==> config.mk <==
export PLATFORM = sky130hd
export DESIGN_NAME = dm_bus_ctrl
export DESIGN_NICKNAME = d
export VERILOG_FILES = /design/src/rtl/dm_bus_ctrl_pkg.sv /design/src/rtl/bus_addr_decode.sv /design/src/rtl/dm_bus_ctrl.sv
export SDC_FILE = /design/constraint.sdc
export NUM_CORES = 1
export LEC_CHECK = 0
export BUFFER_PORTS_ARGS = -buffer_cell sky130_fd_sc_hd__buf_2
export CORE_AREA = 5 5 129 131
export CTS_CLUSTER_SIZE = 14
export DETAILED_ROUTE_END_ITERATION = 12
export DIE_AREA = 0 0 134 136
export MAX_ROUTING_LAYER = met4
export PLACE_DENSITY_LB_ADDON = 0.2
export SLEW_MARGIN = 20
export SYNTH_ARGS = -nofsm -noshare
export SYNTH_HDL_FRONTEND = slang
export SYNTH_SLANG_ARGS = --single-unit
==> constraint.sdc <==
create_clock -name clk -period 3.2 [get_ports clk]
set_input_delay 0.16 -clock clk [delete_from_list [all_inputs] [get_ports clk]]
set_output_delay 0.16 -clock clk [all_outputs]
set_load 0.02 [all_outputs]
==> src/rtl/dm_bus_ctrl_pkg.sv <==
// Shared constants for dm_bus_ctrl: slave address map, slave select indices
// and the 2-bit FSM state encodings.
package dm_bus_ctrl_pkg;

    localparam logic [1:0] ST_IDLE = 2'd0;
    localparam logic [1:0] ST_WAIT = 2'd1;
    localparam logic [1:0] ST_RESP = 2'd2;
    localparam logic [1:0] ST_ERR  = 2'd3;

    localparam int SLV_DM  = 0;
    localparam int SLV_TC0 = 1;
    localparam int SLV_TC1 = 2;
    localparam int SLV_IG  = 3;

    // Inclusive byte-address bounds of each slave window.
    localparam logic [31:0] DM_LO  = 32'h0000_0000;
    localparam logic [31:0] DM_HI  = 32'h0000_2FFF;
    localparam logic [31:0] TC0_LO = 32'h0000_7F00;
    localparam logic [31:0] TC0_HI = 32'h0000_7F0B;
    localparam logic [31:0] TC1_LO = 32'h0000_7F10;
    localparam logic [31:0] TC1_HI = 32'h0000_7F1B;
    localparam logic [31:0] IG_LO  = 32'h0000_7F20;
    localparam logic [31:0] IG_HI  = 32'h0000_7F23;

    function automatic logic in_range(input logic [31:0] a,
                                      input logic [31:0] lo,
                                      input logic [31:0] hi);
        return (a >= lo) && (a <= hi);
    endfunction

endpackage

==> src/rtl/bus_addr_decode.sv <==
// Combinational address decoder: one-hot slave select plus a hole flag for
// addresses outside every slave window.
module bus_addr_decode
    import dm_bus_ctrl_pkg::*;
(
    input  logic [31:0] i_addr,
    output logic [3:0]  o_sel,
    output logic        o_hole
);

    // NOTE: every bit gets a value on every path, so no latch is inferred.
    always_comb begin
        o_sel          = 4'b0000;
        o_sel[SLV_DM]  = in_range(i_addr, DM_LO,  DM_HI);
        o_sel[SLV_TC0] = in_range(i_addr, TC0_LO, TC0_HI);
        o_sel[SLV_TC1] = in_range(i_addr, TC1_LO, TC1_HI);
        o_sel[SLV_IG]  = in_range(i_addr, IG_LO,  IG_HI);
    end

    assign o_hole = ~|o_sel;

endmodule

==> src/rtl/dm_bus_ctrl.sv <==
// CPU data-bus controller: decodes an access onto four slaves, waits for the
// selected ack with a timeout, and returns a one-cycle ready/err response.
// Optional statistics counters are built when BUS_STATS_EN is defined.
module dm_bus_ctrl
    import dm_bus_ctrl_pkg::*;
#(
    parameter int TIMEOUT_CYCLES = 15
) (
    input  logic        clk,
    input  logic        reset,
    input  logic        cpu_req,
    input  logic [31:0] cpu_addr,
    input  logic [31:0] cpu_wdata,
    input  logic [3:0]  cpu_byteen,
    output logic        cpu_ready,
    output logic [31:0] cpu_rdata,
    output logic        cpu_err,
    output logic [3:0]  s_sel,
    output logic [31:0] s_addr,
    output logic [31:0] s_wdata,
    output logic [3:0]  s_byteen,
    input  logic [3:0]  s_ack,
    input  logic [31:0] s_rdata_dm,
    input  logic [31:0] s_rdata_tc0,
    input  logic [31:0] s_rdata_tc1,
    input  logic [31:0] s_rdata_ig,
    output logic [15:0] stat_txn_cnt,
    output logic [15:0] stat_err_cnt
);

    localparam int CNT_W = $clog2(TIMEOUT_CYCLES + 1);

    logic [1:0]       r_state;
    logic [3:0]       r_sel;
    logic [31:0]      r_addr;
    logic [31:0]      r_wdata;
    logic [3:0]       r_byteen;
    logic [31:0]      r_rdata;
    logic [CNT_W-1:0] r_cnt;

    logic [3:0]  w_dec_sel;
    logic        w_dec_hole;
    logic        w_ack;
    logic        w_timeout;
    logic [31:0] w_slave_rdata;

    bus_addr_decode u_decode (
        .i_addr (cpu_addr),
        .o_sel  (w_dec_sel),
        .o_hole (w_dec_hole)
    );

    // Only the ack bit of the currently selected slave counts.
    assign w_ack     = |(s_ack & r_sel);
    assign w_timeout = (r_cnt == CNT_W'(TIMEOUT_CYCLES - 1));

    always_comb begin
        w_slave_rdata = 32'h0;
        if (r_sel[SLV_DM])  w_slave_rdata = s_rdata_dm;
        if (r_sel[SLV_TC0]) w_slave_rdata = s_rdata_tc0;
        if (r_sel[SLV_TC1]) w_slave_rdata = s_rdata_tc1;
        if (r_sel[SLV_IG])  w_slave_rdata = s_rdata_ig;
    end

    // NOTE: sequential state uses non-blocking assignments so every register
    // samples pre-edge values regardless of statement order.
    always_ff @(posedge clk or posedge reset) begin
        if (reset) begin
            r_state  <= ST_IDLE;
            r_sel    <= 4'b0000;
            r_addr   <= 32'h0;
            r_wdata  <= 32'h0;
            r_byteen <= 4'b0000;
            r_rdata  <= 32'h0;
            r_cnt    <= '0;
        end else begin
            case (r_state)
                ST_IDLE: begin
                    if (cpu_req) begin
                        if (w_dec_hole) begin
                            r_state <= ST_ERR;
                        end else begin
                            r_addr   <= cpu_addr;
                            r_wdata  <= cpu_wdata;
                            r_byteen <= cpu_byteen;
                            r_sel    <= w_dec_sel;
                            r_cnt    <= '0;
                            r_state  <= ST_WAIT;
                        end
                    end
                end
                ST_WAIT: begin
                    // An ack in the final timeout cycle still completes normally.
                    if (w_ack) begin
                        r_rdata <= w_slave_rdata;
                        r_sel   <= 4'b0000;
                        r_state <= ST_RESP;
                    end else begin
                        if (r_cnt != CNT_W'(TIMEOUT_CYCLES)) r_cnt <= r_cnt + 1'b1;
                        if (w_timeout) begin
                            r_sel   <= 4'b0000;
                            r_state <= ST_ERR;
                        end
                    end
                end
                default: r_state <= ST_IDLE;
            endcase
        end
    end

    assign cpu_ready = (r_state == ST_RESP) || (r_state == ST_ERR);
    assign cpu_err   = (r_state == ST_ERR);
    assign cpu_rdata = ((r_state == ST_RESP) && (r_byteen == 4'b0000)) ? r_rdata : 32'h0;
    assign s_sel     = r_sel;
    assign s_addr    = r_addr;
    assign s_wdata   = r_wdata;
    assign s_byteen  = r_byteen;

`ifdef BUS_STATS_EN
    logic [15:0] r_txn_cnt;
    logic [15:0] r_err_cnt;

    always_ff @(posedge clk or posedge reset) begin
        if (reset) begin
            r_txn_cnt <= 16'h0;
            r_err_cnt <= 16'h0;
        end else begin
            if (cpu_ready && (r_txn_cnt != 16'hFFFF)) r_txn_cnt <= r_txn_cnt + 16'h1;
            if (cpu_err && (r_err_cnt != 16'hFFFF))   r_err_cnt <= r_err_cnt + 16'h1;
        end
    end

    assign stat_txn_cnt = r_txn_cnt;
    assign stat_err_cnt = r_err_cnt;
`else
    assign stat_txn_cnt = 16'h0;
    assign stat_err_cnt = 16'h0;
`endif

endmodule

======== Word-level counts from Yosys, hierarchy flattened ========
Index checks and enable logic that the tools add are counted.
word-level totals
  bits in registers ....................... 110
  bits of input ports ..................... 203
  output and inout bits ................... 138
  word-level logic and storage cells ...... 63
operators by class
  $add $sub $neg .......................... 1
  order comparisons ....................... 8
  eq/ne operators ......................... 10
  muxes and demuxes ....................... 20
  bitwise logic cells ..................... 1
  reduce and logical (&&, ||, !) cells .... 16
operators by type and width
  kind                    count
  $mux W32                5
  $ge A32 B15 Y1 const B  3
  $le A32 B15 Y1 const B  3
  $ge A32 B1 Y1 const B   1
  $le A32 B14 Y1 const B  1
  $mux W4                 8
  $pmux W4 S2             2
  $mux W2                 4
  $reduce_or A4 Y1        2
  $ne A2 B2 Y1 const B    3
  $logic_and A1 B1 Y1     5
  $reduce_and A5 Y1       1
  $add A4 B1 Y4 const B   1
  $and A4 B4 Y4           1
  $eq A2 B2 Y1 const B    2
  $eq A4 B4 Y1 const B    1
  $logic_not A4 Y1        1
  $ne A4 B4 Y1 const B    1
  $pmux W2 S2             1
  $reduce_and A2 Y1       2
  $reduce_and A4 Y1       1
  $ne A3 B3 Y1 const B    1
  $reduce_and A3 Y1       1
  $eq A2 B1 Y1 const B    1
  other kinds (4)         4

======== Longest topological paths before layout ========
  depth in word-level cells ............... 6
  gate-level depth with buffers ........... 8
  depth with buffers taken out ............ 6

======== Cells and area by module ========
A second synthesis with hierarchy kept.
unflattened totals
  cell total of the unflattened synthesis .. 545
  area, all modules ....................... 5773.0 um^2
modules (own cells, without submodules)
  module           times used  cells an instance  area each (um^2)
  dm_bus_ctrl      1           524                5635.4
  bus_addr_decode  1           21                 137.6

======== Worst setup path after synthesis ========
Ideal clock, no wire load.
  kind .................................... register to output
  start point ............................. reg r_byteen[2] (netlist: s_byteen[2])
  end point ............................... out cpu_rdata[10]
  arrival time ............................ 1882 ps
  required time ........................... 3040 ps
  path slack .............................. 1158 ps
  stages on the path, launching flop included .. 5
  path through ............................ dfrtp_1 > or4b_2 > nor3_1 > clkbuf_1 > and2_1
on the way
  word-level cells in the longest chain between the ends .. 3
ends and longest elaborated chain
  item                      line                text
  start: declaration        dm_bus_ctrl.sv:37   logic [3:0] r_byteen;
  start signal: assignment  dm_bus_ctrl.sv:85   r_byteen <= cpu_byteen;
  $logic_not A4 Y1          dm_bus_ctrl.sv:113  assign cpu_rdata = ((r_state == ST_RESP) && (r_byteen == 4'b0000)) ? r_rdata : 32'h0;
  $logic_and A1 B1 Y1       dm_bus_ctrl.sv:113
  $mux W32                  dm_bus_ctrl.sv:113
  end: declaration          dm_bus_ctrl.sv:16   output logic [31:0] cpu_rdata,
Every way passes these cells.

======== Final worst setup path ========
  start point ............................. reg r_state[1]
  end point ............................... out cpu_rdata[0]
on the way
  word-level cells in the longest chain between the ends .. 3
ends and longest elaborated chain
  item                      line                text
  start: declaration        dm_bus_ctrl.sv:33   logic [1:0] r_state;
  start signal: assignment  dm_bus_ctrl.sv:69   r_state <= ST_IDLE;
  start signal: assignment  dm_bus_ctrl.sv:81   r_state <= ST_ERR;
  start signal: assignment  dm_bus_ctrl.sv:88   r_state <= ST_WAIT;
  $eq A2 B2 Y1              dm_bus_ctrl.sv:113
  $logic_and A1 B1 Y1       dm_bus_ctrl.sv:113
  $mux W32                  dm_bus_ctrl.sv:113
Every way passes these cells.

==> results_dict.tcl <==
set metrics [dict create \
    rows 46 \
    synth-main-ff-cell "dfrtp_1" \
    period_minus_slack_ns 2.56 \
    maxCapViolations 0 \
    seq_area_frac_synth_pct 49.0 \
    gr-usage-all-layers_pct 19.0 \
    synthArstFlopShare_pct 100 \
    synth.most_common_cell "dfrtp_1" \
    gr-usage-met1_pct 24.0 \
    grt_overflow_total 0 \
    cts.sinks 110 \
    ys_warn_count 0 \
    vias 4989 \
    finalSetupTns_ns 0 \
    hp-class "input pin to flip-flop" \
    die_w_um 134 \
    gp_congestion 0.843 \
    io-pin-count 341 \
    drtIter0Drc 200 \
    start_util_pct 36.3 \
    cp.required_ns 3.04 \
    drc 0 \
    clkSlewWorstSetupHoldPaths_ns 0.08 \
    cp_max_fo 32 \
    synth_top_area_share_pct 49.0 \
    insertion_delay_ns 0.35 \
    max-slew-margin-rel_pct 47.6 \
    p_leak_nw 4.17 \
    syn_inst 547 \
    ctsResizeCount 0 \
    final_layout_size_suffix_gt1_share_pct 47.1 \
    cts_buffer_depth 2 \
    ys_ff_latch 110 \
    via_per_inst 4.84 \
    rsz0062_at_grt "false" \
    startpoint_type "flip-flop" \
    grt_pass1_wl_um 26400 \
    power_per_cell_area_mw_per_mm2 419 \
    wl_um 17600 \
    synth_common_cells "dfrtp_1, a21oi_1, and2_1, mux2_2, nor2_1" \
    synth.area.top_cells "dfrtp_1, mux2_2, a21oi_1, and2_1, a221oi_1" \
    syn_area_mm2 0.00562 \
    critPathKind "flip-flop to output pin" \
    root_buffer "clkbuf_16" \
    ant_nets 0 \
    whs_ns 0.0322 \
    met2_usage_pct 29.9 \
    arrival_ns 2.40 \
    cts-buffers-inserted 9 \
    synth_edf_count 0 \
    fin_nets 1038 \
    cts_max_level 3 \
    syn2layout_area_growth_pct 33.9 \
    grt_antenna_before_repair 0 \
    grt_pass1_vias 4857 \
    gr-usage-met3_pct 5.70 \
    irDropWorstVdd_uv 225 \
    ys_types 43 \
    coreArea_mm2 0.0155 \
    setup_viol 0 \
    avgRoutedWirePerCell_um 17.1 \
    final_area_mm2 0.00753 \
    finalHoldViolations 0 \
    skew_ns 0.00792 \
    dr.pass1.iters 4 \
    synth_area_leader_cell "dfrtp_1" \
    max_freq_ghz 0.391 \
    fp.dieH_um 136 \
    cts_tree "built" \
    synth_area_per_cell_um2 10.3 \
    tightest_slew_ns 0.786 \
    slew_viol_final 0 \
    antennaDiodeCount 0 \
    place_hpwl_um 13300 \
    status "complete, no violations" \
    dieArea_mm2 0.0182 \
    busiest_layer "met2" \
    port_buffers 308 \
    timing.final.crit_share_pct 79.9 \
    worstSetupEndpointType "output pin" \
    fillers 1499 \
    grt_max_degree 69 \
    place_area_mm2 0.00719 \
]
## worst max-delay path: stages (launching register included)
cell	delay, ns
dfrtp_1	0.59
or4b_2	0.64
nor3_2	0.12
buf_4	0.30
and2_1	0.21
buf_2	0.17
## through the flow
step / setup slack, ns / util (%) / power (mW) / cells
after floorplan: 0.138 / - / 1.79 / 578
after global placement: 0.900 / 46.5 / 1.98 / 1013
after detailed placement: 0.886 / 46.5 / 1.98 / 1013
after CTS: 0.582 / 48.6 / 3.21 / 1030
after global routing: 0.465 / 48.6 / 3.33 / 1030
final: 0.643 / 48.6 / 3.15 / 1030
## layout make-up
type | count | area (µm²) | area share [%]
Timing Repair Buffer | 317 | 1620 | 21.6
Clock inverter | 6 | 83.8 | 1.11
Clock buffer | 10 | 239 | 3.17
Tap cell | 192 | 240 | 3.19
Multi-Input combinational cell | 391 | 2570 | 34.1
Inverter | 4 | 17.5 | 0.233
Sequential cell | 110 | 2760 | 36.6
## power by group
group          internal (mW)  switching, mW  total (mW)
Sequential              1.42         0.0702        1.50
Clock                  0.650          0.557        1.21
Combinational          0.188          0.260       0.449
Total                   2.26          0.888        3.15
## sequential cells by signal (all words and copies together), names as in the netlist
name and count:
r_rdata 32, r_cnt 4, s_sel 4, r_state 2, s_addr 32, s_byteen 4, s_wdata 32
## worst paths after layout
path / start / end / slack (ns) / cells after the start
max: r_state[1] / cpu_rdata[0] / 0.64 / 5
min: cpu_wdata[27] / s_wdata[27] / 0.03 / 2
max reg2reg: s_sel[0] / s_sel[2] / 1.05 / 5
min reg2reg: s_addr[30] / s_addr[30] / 0.48 / 1
max in group asynchronous: reset / r_state[1] / 1.97 / 4
min in group asynchronous: reset / s_wdata[1] / 0.50 / 3
## cells by family after synthesis
| group | after synthesis | share of synthesized area, % |
|---|---|---|
| AND/OR/NAND/NOR | 185 | 18.2 |
| AO/OA/AOI/OAI | 118 | 13.6 |
| flip-flops | 110 | 49.0 |
| buffers and inverters | 77 | 7.66 |
| multiplexers | 54 | 11.0 |
| adder cells (fa/ha/maj) | 2 | 0.445 |
| other | 1 | 0.0667 |
## per-layer routing
| layer | wire length (µm) | up-vias |
|---|---|---|
| met5 | 0 | - |
| met4 | 192 | 0 |
| met3 | 1620 | 13 |
| met2 | 8280 | 209 |
| met1 | 7480 | 2308 |
| li1 | - | 2459 |
## cell usage in the layout (no fill, tap or decap), types with 3 or more instances in the layout
cell / instances
buf_2: 308
dfrtp_1: 108
a21oi_1: 67
and2_1: 51
mux2_2: 51
nor2_1: 35
nor3_1: 33
conb_1: 32
nor2b_1: 31
a221oi_1: 31
clkbuf_16: 9
nand2_1: 7
buf_4: 7
nand3_1: 6
nor4_1: 5
inv_1: 3
or3_1: 3
nand4_1: 3
mux2_4: 3
inv_6: 3
## repair_timing
action	in CTS	in global routing
setup buffers	0	0
hold buffers	1	0
endpoints found under the hold margin	56	0
Note: power is estimated with default switching activity, not from simulation.
